==> config.mk <==
export PLATFORM = sky130hd
export DESIGN_NAME = popcount_scheduler
export DESIGN_NICKNAME = d
export VERILOG_FILES = /design/src/rtl/popcount_scheduler.sv
export SDC_FILE = /design/constraint.sdc
export NUM_CORES = 1
export LEC_CHECK = 0
export CORE_UTILIZATION = 35
export CTS_CLUSTER_SIZE = 24
export DETAILED_ROUTE_END_ITERATION = 12
export GPL_ROUTABILITY_DRIVEN = 1
export HOLD_SLACK_MARGIN = 0.03
export PLACE_DENSITY = 0.65
export SETUP_SLACK_MARGIN = 0.1
export SYNTH_ARGS = -nofsm -noshare
export SYNTH_HDL_FRONTEND = slang
export SYNTH_SLANG_ARGS = --single-unit
==> constraint.sdc <==
create_clock -name clk_i -period 7.6 [get_ports clk_i]
set_clock_uncertainty 0.05 [all_clocks]
set_input_delay 1.52 -clock clk_i [delete_from_list [all_inputs] [get_ports clk_i]]
set_output_delay 1.52 -clock clk_i [all_outputs]
set_load 0.05 [all_outputs]
==> src/rtl/popcount_scheduler.sv <==
// Round-robin scheduler that accepts one requester word at a time and counts its
// set bits CHUNK bits per cycle, presenting the result with a valid/ready handshake.
module popcount_scheduler #(
  parameter int WIDTH = 16,
  parameter int CHUNK = 4,
  parameter int REQ_N = 4
) (
  input  logic                           clk_i,
  input  logic                           arst_i,
  input  logic [REQ_N*WIDTH-1:0]         req_data_i,
  input  logic [REQ_N-1:0]               req_valid_i,
  output logic [REQ_N-1:0]               req_ready_o,
  output logic [$clog2(WIDTH):0]         data_o,
  output logic [((REQ_N > 1) ? $clog2(REQ_N) : 1)-1:0] id_o,
  output logic                           data_val_o,
  input  logic                           data_ready_i,
  output logic                           busy_o
);

  localparam int K   = WIDTH / CHUNK;
  localparam int AW  = $clog2(WIDTH) + 1;
  localparam int IDW = (REQ_N > 1) ? $clog2(REQ_N) : 1;
  localparam int BW  = (K > 1) ? $clog2(K) : 1;

  typedef enum logic [1:0] {IDLE, COUNT, DONE} state_t;

  state_t           state_reg;
  state_t           state_next;
  logic [IDW-1:0]   ptr_reg;
  logic [IDW-1:0]   id_reg;
  logic [IDW-1:0]   out_id_reg;
  logic [IDW-1:0]   grant_idx;
  logic             grant_found;
  logic [WIDTH-1:0] shift_reg;
  logic [AW-1:0]    acc_reg;
  logic [AW-1:0]    out_data_reg;
  logic [AW-1:0]    chunk_cnt;
  logic [BW-1:0]    beat_reg;
  logic             accept;
  logic             last_beat;

  // Search from ptr upward; iterating downward lets the nearest valid win.
  always_comb begin
    grant_found = 1'b0;
    grant_idx   = '0;
    for (int i = REQ_N - 1; i >= 0; i--) begin
      if (req_valid_i[(int'(ptr_reg) + i) % REQ_N]) begin
        grant_found = 1'b1;
        grant_idx   = IDW'((int'(ptr_reg) + i) % REQ_N);
      end
    end
  end

  always_comb begin
    chunk_cnt = '0;
    for (int b = 0; b < CHUNK; b++) begin
      chunk_cnt = chunk_cnt + AW'(shift_reg[b]);
    end
  end

  assign accept    = (state_reg == IDLE) && grant_found;
  assign last_beat = (beat_reg == BW'(K - 1));

  always_ff @(posedge clk_i or posedge arst_i) begin
    if (arst_i) begin
      state_reg <= IDLE;
    end else begin
      state_reg <= state_next;
    end
  end

  always_comb begin
    state_next = state_reg;
    case (state_reg)
      IDLE:    if (accept)       state_next = COUNT;
      COUNT:   if (last_beat)    state_next = DONE;
      DONE:    if (data_ready_i) state_next = IDLE;
      default: state_next = IDLE;
    endcase
  end

  always_comb begin
    req_ready_o = '0;
    if ((state_reg == IDLE) && grant_found && !arst_i) begin
      req_ready_o[grant_idx] = 1'b1;
    end
    busy_o     = (state_reg != IDLE);
    data_val_o = (state_reg == DONE);
  end

  // Result registers load only when counting finishes, so they stay put after the handshake.
  always_ff @(posedge clk_i or posedge arst_i) begin
    if (arst_i) begin
      ptr_reg      <= '0;
      id_reg       <= '0;
      shift_reg    <= '0;
      acc_reg      <= '0;
      beat_reg     <= '0;
      out_data_reg <= '0;
      out_id_reg   <= '0;
    end else begin
      case (state_reg)
        IDLE: begin
          if (accept) begin
            shift_reg <= req_data_i[grant_idx*WIDTH +: WIDTH];
            id_reg    <= grant_idx;
            acc_reg   <= '0;
            beat_reg  <= '0;
            ptr_reg   <= (grant_idx == IDW'(REQ_N - 1)) ? '0 : grant_idx + 1'b1;
          end
        end
        COUNT: begin
          acc_reg   <= acc_reg + chunk_cnt;
          shift_reg <= shift_reg >> CHUNK;
          beat_reg  <= beat_reg + 1'b1;
          if (last_beat) begin
            out_data_reg <= acc_reg + chunk_cnt;
            out_id_reg   <= id_reg;
          end
        end
        default: ;
      endcase
    end
  end

  assign data_o = out_data_reg;
  assign id_o   = out_id_reg;

endmodule

# [Word-level counts from Yosys, hierarchy flattened]
# Index checks and enable logic that the tools add are counted.
[classes] n_addsub=9 magnitude_cmp=6 n_eq_ne=7 shifts=1 n_mux=33 bitwise_logic=3 n_reduce_logical=14
[ops] op="$shiftx A64 B7 Y16" n=1
[ops] op="$pmux W16 S2" n=1
[ops] op="$mux W2" n=9
[ops] op="$mux W16" n=1
[ops] op="$lt A3 B4 Y1 const B" n=3
[ops] op="$mux W1" n=12
[ops] op="$pmux W5 S2" n=1
[ops] op="$bmux W1 S2" n=4
[ops] op="$add A2 B1 Y2 const B" n=3
[ops] op="$eq A2 B2 Y1 const B" n=3
[ops] op="$lt A2 B3 Y1 const B" n=2
[ops] op="$pmux W2 S3" n=1
[ops] op="$reduce_and A2 Y1" n=3
[ops] op="$reduce_or A2 Y1" n=3
[ops] op="$add A5 B4 Y5" n=1
[ops] op="$mux W5" n=1
[ops] op="$add A2 B2 Y2 const B" n=2
[ops] op="$add A3 B1 Y4" n=1
[ops] op="$mux W4" n=1
[ops] op="$ne A2 B2 Y1 const B" n=2
[ops] op="$pmux W2 S2" n=1
[ops] op="$reduce_bool A2 Y1" n=2
[ops] op="$add A2 B1 Y3" n=1
[ops] op="$and A1 B1 Y1 const A" n=3
[ops] op="9 further kinds" n=11
[totals] register_bits=36 inputBits=71 out_inout_bits=13 elab_cells=81

# [Longest topological paths before layout]
[logic_depth] ltp_word=15 depth_mapped=8 depth_no_buf=8

# [Least setup slack after synthesis]
# Ideal clock, no wire load.
[synth_path] path_kind="input -> output" from="input port req_valid_i[0]" to="output port req_ready_o[3]" arrival_ps=3670 t_required_ps=6030 path_slack_ps=2360 stages=7 path_buffers=1 cell_sequence="nor2b_1 > o21bai_1 > nand2_4 > inv_4 > buf_6 > ha_1 > nor3b_1"
[synth_between] elab_chain_len=12 word_cells_on_any_way=27 classes_between="order compare: 2; mux: 22; reduce/logical: 3"
[synth_lines] element="start, declared" line="11" rtl="input logic [REQ_N-1:0] req_valid_i,"
[synth_lines] element="$bmux W1 S2" line="47" rtl="if (req_valid_i[(int'(ptr_reg) + i) % REQ_N]) begin"
[synth_lines] element="$mux W1 (not written as such) (2 in a row)" line="47"
[synth_lines] element="$mux W2 (3 in a row)" line="47"
[synth_lines] element="$mux W2 *" line="47"
[synth_lines] element="net grant_idx[1]" line="32" rtl="logic [IDW-1:0] grant_idx;"
[synth_lines] element="$lt A2 B3 Y1 (not written as such) / $ge A2 B1 Y1 (equally long branches)" line="85" rtl="req_ready_o[grant_idx] = 1'b1;"
[synth_lines] element="$logic_and A1 B1 Y1 (not written as such)" line="85"
[synth_lines] element="$mux W1 (not written as such)" line="85"
[synth_lines] element="$demux W1 S2 *" line="85"
[synth_lines] element="$mux W4 *" line="84" rtl="if ((state_reg == IDLE) && grant_found && !arst_i) begin"
[synth_lines] element="end, declared" line="12" rtl="output logic [REQ_N-1:0] req_ready_o,"
# The timed path passes the listed nets; every way through them passes the cells marked *. The select of a mux whose other input is x is not followed.

# [Worst setup path in the final report]
[layout_path] from="input port req_valid_i[0]" to="output port req_ready_o[3]"
[layout_between] elab_chain_len=12 word_cells_on_any_way=27 classes_between="order compare: 2; mux: 22; reduce/logical: 3"
[layout_lines] element="$bmux W1 S2" line="47"
[layout_lines] element="$mux W1 (not written as such) (2 in a row)" line="47"
[layout_lines] element="$mux W2 (4 in a row)" line="47"
[layout_lines] element="$lt A2 B3 Y1 (not written as such) / $ge A2 B1 Y1 (equally long branches)" line="85"
[layout_lines] element="$logic_and A1 B1 Y1 (not written as such)" line="85"
[layout_lines] element="$mux W1 (not written as such)" line="85"
[layout_lines] element="$demux W1 S2" line="85"
[layout_lines] element="$mux W4 *" line="84"
# Every way passes the cells marked *; elsewhere a longest branch is shown, timed or not. The select of a mux whose other input is x is not followed.

==> results.yml <==
cells_and_area:
  layoutNonFillerInstCount: 405
  nets: 407
  multiInputGateArea_um2: 1290
  final_layout_size_suffix_gt1_share_pct: 4.88
  num_antenna_cells: 0
  largest_register_ffs: 16
  area_delta_synth_final_pct: 39.8
  area.sequential_um2: 901
  fillers: 615
die:
  chipHeight_um: 83.8
  io_pins: 84
  dieArea_um2: 7020
  dieWidth_um: 83.8
  floorplan.initialDensity_pct: 36.6
  rows: 29
  fp.coreArea_um2: 6390
synthesis:
  synth.area.mux_share_pct: 7.01
  number_of_synthesized_flops_with_an_enable_pin: 0
  synth_simple_gate_area_share_pct: 17.0
  synth.cell_area_um2: 2340
  synth.avg_cell_area_um2: 9.28
  yosys.area_share.adder_pct: 5.78
  synth_warnings: 0
  synth-main-ff-cell: "dfrtp_1"
  synth_xor_xnor_area_share_pct: 1.12
  ys_top_cells_by_area: "dfrtp_1 39%, mux2i_1 5.6%, nand2_1 5.1%, o21ai_0 4.9%, a211o_1 4.5%"
  syn_nets: 332
  largest_family_of_logic_cells_by_synthesized_area: "compound AO/OA/AOI/OAI gates"
  synthDominantAreaCellType: "dfrtp_1"
  postSynthRegisterBits: 36
  postSynthCellCount: 252
  synth_async_sr_flop_share_pct: 100
  synth-compound-area-share_pct: 24.3
  synth_most_common_cell: "dfrtp_1"
  post_synth_most_frequent_cells: "36 x dfrtp_1, 32 x nand2_1, 23 x o21ai_0"
  synth_seq_area_share_pct: 38.5
  post_synth_num_cell_types: 40
  share_of_the_synthesized_area_in_the_top_cell_type_pct: 38.5
sta:
  final_setup_vio_count: 0
  final_setup_slack_of_the_worst_path_ps: 1410
  fin_crit_sh_pct: 81.4
  unrepaired_setup_endpoints_after_global_routing: "no"
  fmaxAchievable_mhz: 162
  finalSetupTns_ps: 0
  slew_hr_pct: 28.0
  final_period_minus_worst_setup_slack_ps: 6190
  hold_viol_final: 0
  worstMarginPinSlew_ps: 1080
  timing.final.max_slew_violations: 0
global_route:
  first_global_vias: 2077
  grt_pass1_wl_um: 9920
  grt_remaining_overflow: 0
  globalRouteTotalUtil_pct: 17.6
  grt_start_max_net_pins: 37
  grt_antenna_before_repair: 0
power:
  power_per_cell_area_nw_per_um2: 333
  power.switching_fraction_pct: 44.7
  p_int_mw: 0.603
  sequential_cell_fraction_of_total_power_pct: 30.6
  p_leak_nw: 1.39
  power.share.clock_pct: 12.6
  largest_voltage_drop_on_the_vdd_net_uv: 194
  comb_power_share_pct: 56.8
  p_sw_mw: 0.487
clock_tree:
  cts.sinks: 36
  h-tree-depth: 2
  cts-resized-gates: 0
  clk_latency_ps: 280
  clock_transition_at_the_registers_of_the_reported_paths_ps: 70
  cts_root_buf: "clkbuf_8"
  maximum_root_to_sink_buffer_count: 2
  postCtsHoldBufs: 0
  number_of_buffers_inserted_during_clock_tree_synthesis: 5
  cts.repair_timing.setup_buffer_count: 0
  tritoncts: "yes"
worst_setup_path:
  cpPeakStageDelay_ps: 820
  critical_path_required_ps: 6030
  path_common_cell: "clkdlybuf4s50_1"
  timing.critical_path.max_delay_family: "buffers and inverters"
  endpoint_class_of_the_critical_path: "primary output"
  crit_chain: "clkdlybuf4s50_1, nor2b_1, o21bai_1, nand2_4, inv_4, ha_1, nor3b_1, clkdlybuf4s50_1"
  worstSetupPathType: "input port to primary output"
  crit_path_start_kind: "input port"
  critPathBufInv: 3
  critical_path_maximum_fanout: 18
  worstPathArrival_ps: 4620
  timing.critical_path.slowest_stage_cell: "clkdlybuf4s50_1"
place:
  portBuffers: 83
  hpwl_after_detailed_placement_um: 4510
  place.gp.congestion: 0.812
  dp_worst_setup_slack_ps: 1400
  placed_cells_incl_taps: 397
hold_path:
  hold_path.class: "register to register"
drt:
  drt_iter0_markers: 87
  route.antenna.remaining_nets: 0
  num_vias: 2113
  via_per_inst: 5.22
  detail_route.wl_per_cell_um: 14.5
  detail_route.wirelength_um: 5890
  drcViolationCount: 0
  drt_first_pass_iters: 4
status:
  outcome: "finished, final reports clean"
flow_run:
  cap_viol_max_count: 0
-- layer usage --
| metal | wire (um) | share of wire, % | global-route usage, % | up-vias |
|---|---|---|---|---|
| li1 | - | - | - | 1066 |
| met1 | 2750 | 47 | 24.3 | 987 |
| met2 | 2870 | 49 | 28.8 | 56 |
| met3 | 230 | 3.9 | 2.77 | 4 |
| met4 | 46 | 0.78 | 4.16 | 0 |
| met5 | 0 | 0 | 0 | - |
-- logic make-up (layout without fill, tap and decap cells) --
kind of cell               Yosys count  after routing
and+or+nand+nor                     78             78
DFF                                 36             36
buffers and inverters               28            104
xor gates and xnor gates             3              3
AOI/OAI and AO/OA                   82             82
muxes                               16             16
adders and majority gates            9              9
-- area by class of cell --
cell class,instances,area share (%)
timing repair buffer,85,25.9
clock buffer,8,2.75
multi-input combinational,188,39.5
inverter,11,1.42
sequential,36,27.5
tap,77,2.95
-- power by group through the flow --
stage | sequential, mW | clock [mW] | combinational, mW
finish | 0.333 | 0.137 | 0.619
global placement | 0.334 | 0 | 0.607
global route | 0.345 | 0.150 | 0.694
detailed placement | 0.336 | 0 | 0.629
CTS | 0.333 | 0.140 | 0.628
floorplan | 0.373 | 0 | 0.430
-- final timing paths --
| kind | depth (start not counted) | from | slack (ps) | to |
|---|---|---|---|---|
| max | 8 | req_valid_i[0] | 1410 | req_ready_o[3] |
| min | 2 | data_o[4]$_DFFE_PP0P_ | 430 | data_o[4]$_DFFE_PP0P_ |
| max reg2reg | 8 | shift_reg[0]$_DFFE_PP0P_ | 4910 | acc_reg[4]$_DFFE_PP0P_ |
| min reg2reg | 2 | data_o[4]$_DFFE_PP0P_ | 430 | data_o[4]$_DFFE_PP0P_ |
| max in group asynchronous | 3 | arst_i | 5480 | beat_reg[1]$_DFFE_PP0P_ |
| min in group asynchronous | 3 | arst_i | 1710 | ptr_reg[0]$_DFFE_PP0P_ |
-- layout by cell type (no fill, tap or decap), types with 3 or more instances in the layout --
| cell | Yosys | routed |
|---|---|---|
| nor2b_1 | 4 | 4 |
| clkdlybuf4s50_1 | 0 | 83 |
| dfrtp_1 | 36 | 36 |
| nand3_1 | 17 | 17 |
| clkbuf_8 | 0 | 6 |
| fa_1 | 3 | 3 |
| a211o_1 | 12 | 12 |
| o211ai_1 | 12 | 12 |
| inv_1 | 9 | 9 |
| a22o_1 | 5 | 5 |
| a21oi_1 | 12 | 12 |
| ha_1 | 6 | 6 |
| nand2_1 | 32 | 32 |
| a31oi_1 | 4 | 4 |
| mux2i_1 | 13 | 13 |
| xor2_1 | 3 | 3 |
| nor3b_1 | 4 | 4 |
| o21ai_0 | 23 | 23 |
| o21ai_1 | 3 | 3 |
| and3_1 | 11 | 11 |
| o31ai_1 | 3 | 3 |
-- through the flow --
stage | total power, mW | hold WS [ps] | utilization, % | cell area, um2
2_1_floorplan | 0.803 | 393 | - | 2340
3_3_place_gp | 0.941 | 411 | 49.8 | 3180
3_5_place_dp | 0.965 | 419 | 49.8 | 3180
4_1_cts | 1.10 | 434 | 51.2 | 3270
5_1_grt | 1.19 | 450 | 51.2 | 3270
6_report | 1.09 | 426 | 51.2 | 3270
-- worst register-to-register path: cells and delay by family, from the launching register on --
| family | cells | cell delay (ps) |
|---|---|---|
| adders and majority gates | 3 | 1400 |
| DFF | 1 | 400 |
| AOI/OAI and AO/OA | 2 | 210 |
| buffers and inverters | 1 | 50 |
| and+or+nand+nor | 2 | 440 |
Note: power is estimated with default switching activity, not from simulation.
